[config.mk]
export PLATFORM = sky130hd
export DESIGN_NAME = conv_encoder
export DESIGN_NICKNAME = d
export VERILOG_FILES = /design/src/rtl/conv_encoder.sv
export SDC_FILE = /design/constraint.sdc
export NUM_CORES = 1
export LEC_CHECK = 0
export CAP_MARGIN = 20
export CORE_AREA = 2 2 39 41
export CTS_CLUSTER_SIZE = 12
export DETAILED_ROUTE_END_ITERATION = 7
export DIE_AREA = 0 0 41 43
export PLACE_DENSITY = 0.64
export SYNTH_ARGS = -nofsm -noshare
export SYNTH_HDL_FRONTEND = slang
export SYNTH_SLANG_ARGS = --single-unit
[constraint.sdc]
create_clock -name clk -period 1.5 [get_ports clk]
set_clock_uncertainty 0.1 [all_clocks]
set_input_delay 0.15 -clock clk [delete_from_list [all_inputs] [get_ports clk]]
set_output_delay 0.15 -clock clk [all_outputs]
set_load 0.01 [all_outputs]
[src/rtl/conv_encoder.sv]
// Rate-1/2, K=4 convolutional encoder (G1=1111, G0=1101) with framing and a registered output slot.
// Define TAIL_FLUSH_EN to append three zero tail pairs per frame; otherwise the state is cleared at each frame end.
module conv_encoder #(
  parameter int FRAME_LEN = 16
) (
  input  logic       clk,
  input  logic       rst,
  input  logic       in_valid,
  output logic       in_ready,
  input  logic       in_bit,
  output logic       out_valid,
  input  logic       out_ready,
  output logic [1:0] out_pair,
  output logic       out_last,
  output logic       busy
);

  localparam int CW = (FRAME_LEN > 1) ? $clog2(FRAME_LEN) : 1;
  localparam logic [CW-1:0] CNT_LAST = CW'(FRAME_LEN - 1);

  logic [2:0]    s, s_nx;
  logic [CW-1:0] cnt, cnt_nx;
  logic [1:0]    pair_nx;
  logic          valid_nx, last_nx;
  logic          slot_free;

  function automatic logic [1:0] encode(input logic d, input logic [2:0] st);
    return {d ^ st[0] ^ st[1] ^ st[2], d ^ st[0] ^ st[2]};
  endfunction

`ifdef TAIL_FLUSH_EN
  typedef enum logic {DATA, TAIL} state_t;
  state_t     state, state_nx;
  logic [1:0] tcnt, tcnt_nx;

  always_comb begin
    slot_free = !out_valid || out_ready;
    s_nx      = s;
    cnt_nx    = cnt;
    pair_nx   = out_pair;
    valid_nx  = out_valid;
    last_nx   = out_last;
    state_nx  = state;
    tcnt_nx   = tcnt;
    in_ready  = slot_free && (state == DATA);
    busy      = (state != DATA) || (cnt != '0);
    if (slot_free) begin
      valid_nx = 1'b0;
      last_nx  = 1'b0;
    end
    if (state == DATA) begin
      if (in_valid && in_ready) begin
        pair_nx  = encode(in_bit, s);
        valid_nx = 1'b1;
        s_nx     = {s[1:0], in_bit};
        if (cnt == CNT_LAST) begin
          state_nx = TAIL;
          tcnt_nx  = '0;
        end else begin
          cnt_nx = cnt + 1'b1;
        end
      end
    end else if (slot_free) begin
      // Zero tail bits drain the shift register back to 000 over three pairs.
      pair_nx  = encode(1'b0, s);
      valid_nx = 1'b1;
      s_nx     = {s[1:0], 1'b0};
      if (tcnt == 2'd2) begin
        last_nx  = 1'b1;
        state_nx = DATA;
        cnt_nx   = '0;
        tcnt_nx  = '0;
      end else begin
        tcnt_nx = tcnt + 2'd1;
      end
    end
  end

  always_ff @(posedge clk or negedge rst) begin
    if (!rst) begin
      state <= DATA;
      tcnt  <= '0;
    end else begin
      state <= state_nx;
      tcnt  <= tcnt_nx;
    end
  end
`else
  always_comb begin
    slot_free = !out_valid || out_ready;
    s_nx      = s;
    cnt_nx    = cnt;
    pair_nx   = out_pair;
    valid_nx  = out_valid;
    last_nx   = out_last;
    in_ready  = slot_free;
    busy      = (cnt != '0);
    if (slot_free) begin
      valid_nx = 1'b0;
      last_nx  = 1'b0;
    end
    if (in_valid && in_ready) begin
      pair_nx  = encode(in_bit, s);
      valid_nx = 1'b1;
      if (cnt == CNT_LAST) begin
        // Without a tail the next frame must still start from state 000.
        last_nx = 1'b1;
        s_nx    = '0;
        cnt_nx  = '0;
      end else begin
        s_nx   = {s[1:0], in_bit};
        cnt_nx = cnt + 1'b1;
      end
    end
  end
`endif

  always_ff @(posedge clk or negedge rst) begin
    if (!rst) begin
      s         <= '0;
      cnt       <= '0;
      out_pair  <= '0;
      out_valid <= 1'b0;
      out_last  <= 1'b0;
    end else begin
      s         <= s_nx;
      cnt       <= cnt_nx;
      out_pair  <= pair_nx;
      out_valid <= valid_nx;
      out_last  <= last_nx;
    end
  end

endmodule

==> metrics.yaml, run 1 <==
drt:
  antenna_left: 0
  dr.pass1.iters: 2
  drt_wl_total_um: 908
  drt_iter0_drc: 5
  dr_total_vias: 382
  via_per_inst: 4.78
  wire_per_inst_um: 11.4
  drc_errors: 0
floorplanning:
  ios: 11
  core_mm2: 0.00138
  rows: 14
  die_w_um: 41
  fp.dieH_um: 43
  start_util_pct: 38.5
  dieArea_mm2: 0.00176
pwr:
  leakage_uw: 0.000347
  ir_drop_uv: 651
  p_per_area_mw_per_mm2: 1500
sta:
  fin_tns_setup_ns: 0
  final_max_slew_viol_count: 0
  tightest_slew_ns: 0.485
  relSlewSlack_pct: 67.6
  setup_viol: 0
  fmaxAchievable_mhz: 708
  fin_crit_sh_pct: 94.2
  rsz0062_at_grt: "no"
  min_period_ns: 1.41
  finalHoldViolCount: 0
yosys:
  ys_warn_count: 0
  syn_area_um2: 533
  netlist-cell-type-count: 18
  seq_area_frac_synth_pct: 51.6
  synth.avg_cell_area_um2: 12.4
  ys_seq_elements: 11
  netlist_instances: 43
  syn-num-nets: 50
clock_tree:
  cts_buffers: 3
  clkTransAtPathRegs_ns: 0.07
  clkSinkCount: 11
  cts_max_level: 1
  cts_max_path_buffers: 2
  cts_tree: "done"
  cts-root-buf: "clkbuf_4"
  worstSkewPairLatency_ns: 0.26
  hold_buffers: 0
placement:
  gp_congestion: 0.682
  hpwl_um: 678
  dp.cells: 75
  io_buffers: 10
layout:
  nFillCells: 132
  drive_gt1_share_pct: 32.8
  final_common_cell: "dfrtp_1"
  fin_cells: 80
  area_growth_pct: 38.0
  layout_common_cells: "11 x dfrtp_1, 8 x clkdlybuf4s50_1, 7 x buf_4"
  nNetsFinal: 72
  antenna-diode-count: 0
  utilization_pct: 53.2
worst_setup_path:
  endpoint_kind: "output port"
  start_kind: "flip-flop"
  worstPathArrival_ns: 1.16
  worstSetupPathType: "flip-flop to output port"
  required_ns: 1.25
  crit_fanout: 2
global_routing:
  grt_pass1_vias: 359
  gr-total-overflow: 0
  grt_usage_pct: 14.0
  grt_pass1_wl_mm: 1.55
  grt_antenna_before_repair: 0
  grt_max_degree: 12
run:
  maxCapViolations: 0
worst_hold_path:
  hold_path.class: "input port to async pin"
outcome:
  status: "finished, final reports clean"
[per-stage QoR]
step | setup WS [ns] | instance area [um^2] | power (uW) | hold slack [ns]
after floorplan | 0.189 | 533 | 717 | -0.246
after global placement | -0.0459 | 698 | 891 | 0.363
after detailed placement | -0.0587 | 698 | 899 | 0.377
after CTS | 0.0143 | 729 | 1120 | 0.130
after global routing | 0.00290 | 736 | 1190 | 0.165
final | 0.0867 | 736 | 1100 | 0.112
[power by group]
group / total, uW / leakage, uW / internal, uW / switching, uW
registers: 461 / 0.000134 / 393 / 68.6
clock network: 196 / 0.0000150 / 103 / 92.7
logic: 447 / 0.000198 / 275 / 171
[state kept, by name, summed over array words and instances (netlist names)]
register and flops:
out_last 1, out_pair 2, cnt 4, out_valid 1, s 3
[critical path, cell delays in order, from the launching register on]
cell             delay, ns
dfrtp_1               0.38
inv_1                 0.08
ha_1                  0.15
nand3_1               0.07
clkdlybuf4s15_1       0.23
[final cells by class]
class                           instances  area (um^2)  area share (%)
Clock buffer                            4         26.3            3.57
Inverter                                6         22.5            3.06
Multi-Input combinational cell         26          240            32.7
Sequential cell                        11          275            37.4
Tap cell                               16         20.0            2.72
Timing Repair Buffer                   17          151            20.6
[timing repair]
action / CTS / global route
pin swaps: 0 / 0
setup buffers: 1 / 0
endpoints found under the hold margin: 0 / 0
endpoints found under the setup margin: 2 / 2
gates resized for setup: 2 / 3
[per-layer routing]
layer  track usage [%]  wire length (um)  up-vias
li1                  -                 -      191
met1              19.9               420      177
met2              15.9               406       10
met3              3.14                51        4
met4              14.0                30        0
met5                 0                 0        -
[cell families after synthesis]
logic type / count (synthesis) / synth area share (%)
compound gates: 7 / 10.6
xor+xnor: 4 / 10.6
fa+ha+maj: 2 / 4.69
buf+inv: 6 / 4.23
flops: 11 / 51.6
mux: 4 / 8.45
simple gates: 9 / 9.86
[path summary, 6_finish.rpt]
path,from,slack (ns),to,cells past startpoint
hold / removal,rst,0.11,out_last,1
hold reg to reg,out_last,0.39,out_last,2
max in group asynchronous,rst,0.86,cnt[0],1
setup reg to reg,cnt[1],0.11,cnt[0],5
setup / recovery,cnt[0],0.09,busy,4
min in group clk,out_last,0.39,out_last,2
[Yosys cell counts (all sizes together)]
library cell | count | area (um^2)
a22o | 3 | 28.8
o41ai | 2 | 17.5
xnor2 | 3 | 33.8
xnor3 | 1 | 22.5
nor2b | 1 | 13.8
o21ai | 1 | 5.00
a21oi | 1 | 5.00
dfrtp | 11 | 275
inv | 6 | 22.5
mux2 | 4 | 45.0
and3 | 1 | 6.26
nand3 | 3 | 15.0
ha | 2 | 25.0
nand2 | 4 | 17.5
Power figures use the tool's default switching activity.
==> inputs of run 2 (changes only) <==
==> constraint.sdc (replaced) <==
create_clock -name clk -period 1.5 [get_ports clk]
set_clock_uncertainty 0.1 [all_clocks]
set_input_delay 0.3 -clock clk [delete_from_list [all_inputs] [get_ports clk]]
set_output_delay 0.3 -clock clk [all_outputs]
set_load 0.01 [all_outputs]
==> metrics.yaml, run 2 (same netlist as run 1, synthesis figures left out) <==
outcome:
  status: "finished, final reports clean"
drt:
  drc_errors: 0
  drt_iter0_drc: 1
  drt_wl_total_mm: 1.06
  dr_total_vias: 405
  antenna_left: 0
  wire_per_inst_um: 12.7
  via_per_inst: 4.88
  dr.pass1.iters: 3
worst_setup_path:
  crit_slowest_cell: "dfrtp_1"
  reg2reg_from: "s[0]"
  r2r-end: "out_pair[1]"
  crit_chain: "inv_2 -> ha_1 -> nand3_1 -> buf_2"
  r2r_slack_ns: 0.07
  start_kind: "flip-flop"
  crit_fanout: 2
  required_ns: 1.10
  worstSetupPathType: "flip-flop to output port"
  rr_worst_depth: 3
  worstPathArrival_ns: 1.07
  cpPeakStageDelay_ns: 0.39
  crit_family: "flip-flops"
  endpoint_kind: "output port"
  crit_buf_inv: 2
layout:
  final_common_cell: "dfrtp_1"
  largest_reg_flops: 4
  layout_common_cells: "11 x dfrtp_1, 10 x buf_4, 5 x dlygate4sd2_1"
  multi_input_area_um2: 243
  fin_cells: 83
  drive_gt1_share_pct: 41.8
  nFillCells: 124
  top_regs: "cnt x4, s x3, out_pair x2"
  stdcell_area_um2: 746
  top_register: "cnt"
  antenna-diode-count: 0
  nNetsFinal: 75
  seqCellArea_um2: 275
  utilization_pct: 53.9
  area_growth_pct: 39.9
worst_hold_path:
  hold_path.class: "input port to async pin"
clock_tree:
  worstSkewPairLatency_ns: 0.27
  hold_buffers: 0
  cts-root-buf: "clkbuf_4"
  clkSinkCount: 11
  cts_max_path_buffers: 2
  cts_max_level: 1
  cts_buffers: 3
  clkTransAtPathRegs_ns: 0.07
  cts_tree: "done"
sta:
  hold_ws_ns: 0.223
  final_max_slew_viol_count: 0
  tightest_slew_ns: 0.311
  relSlewSlack_pct: 79.0
  finalHoldViolCount: 0
  rsz0062_at_grt: "yes"
  fmaxAchievable_mhz: 681
  min_period_ns: 1.47
  fin_crit_sh_pct: 97.9
  setup_viol: 0
floorplanning:
  dieArea_mm2: 0.00176
  start_util_pct: 38.5
  ios: 11
  core_mm2: 0.00138
  rows: 14
  die_w_um: 41
  fp.dieH_um: 43
global_routing:
  grt_antenna_before_repair: 0
  gr-total-overflow: 0
  grt_pass1_vias: 403
  grt_usage_pct: 15.7
  grt_pass1_wl_mm: 1.72
  grt_max_degree: 12
placement:
  placedInstanceArea_um2: 721
  io_buffers: 10
  hpwl_um: 794
  dp.cells: 78
  gp_congestion: 0.703
pwr:
  power_uw: 1120
  leakage_uw: 0.000364
  p_per_area_mw_per_mm2: 1500
  ir_drop_uv: 723
run:
  maxCapViolations: 0
## run 2: cell count changes in the layout (fill, tap and decap cells not counted), sizes merged
cell           previous run  this run
clkdlybuf4s50             8         3
dlygate4sd2               1         5
clkdlybuf4s15             1         0
buf                       7        12
## run 2: repair_timing
item,CTS,global route
setup buffers,0,1
resized for setup,13,4
setup endpoints to repair,6,4
## run 2: worst register-to-register path: stages, from the launching register on
cell     delay [ns]
dfrtp_1        0.43
xnor2_2        0.26
xnor3_1        0.26
mux2_2         0.27
## run 2: how the worst max path moves through the flow
stage               slack [ns]  cells after the start  startpoint  endpoint
floorplan                 0.19                      4   out_valid    cnt[1]
global placement         -0.35                      4   out_ready  in_ready
detailed placement       -0.37                      4   out_ready  in_ready
CTS                      0.009                      3   out_valid  in_ready
global route            -0.008                      4      cnt[0]      busy
finish                    0.03                      4      cnt[0]      busy
## run 2: through the flow
| step | setup TNS, ns | worst slack [ns] |
|---|---|---|
| after global routing | -0.0110 | -0.00765 |
| final | 0 | 0.0322 |
| after global placement | -1.60 | -0.346 |
| after detailed placement | -1.89 | -0.373 |
| after CTS | 0 | 0.00888 |
| after floorplan | 0 | 0.189 |
## run 2: area by class of cell
cell class                      count  area share (%)
Sequential cell                    11            36.9
Multi-Input combinational cell     26            32.6
Timing Repair Buffer               20            21.3
Clock buffer                        4            3.52
Inverter                            6            3.02
Tap cell                           16            2.68
## run 2: power breakdown
group | internal, uW | switching [uW]
logic | 268 | 195
clock network | 103 | 98.7
registers | 392 | 61.9
## run 2: metal layers
layer  up-vias  routed length (um)  part of all wire, %  global-route usage [%]
li1        199                   -                    -                       -
met1       188                 445                   42                    17.3
met2        12                 496                   47                    22.8
met3         6                  67                  6.3                    4.71
met4         0                  48                  4.5                    14.0
met5         -                   0                    0                       0
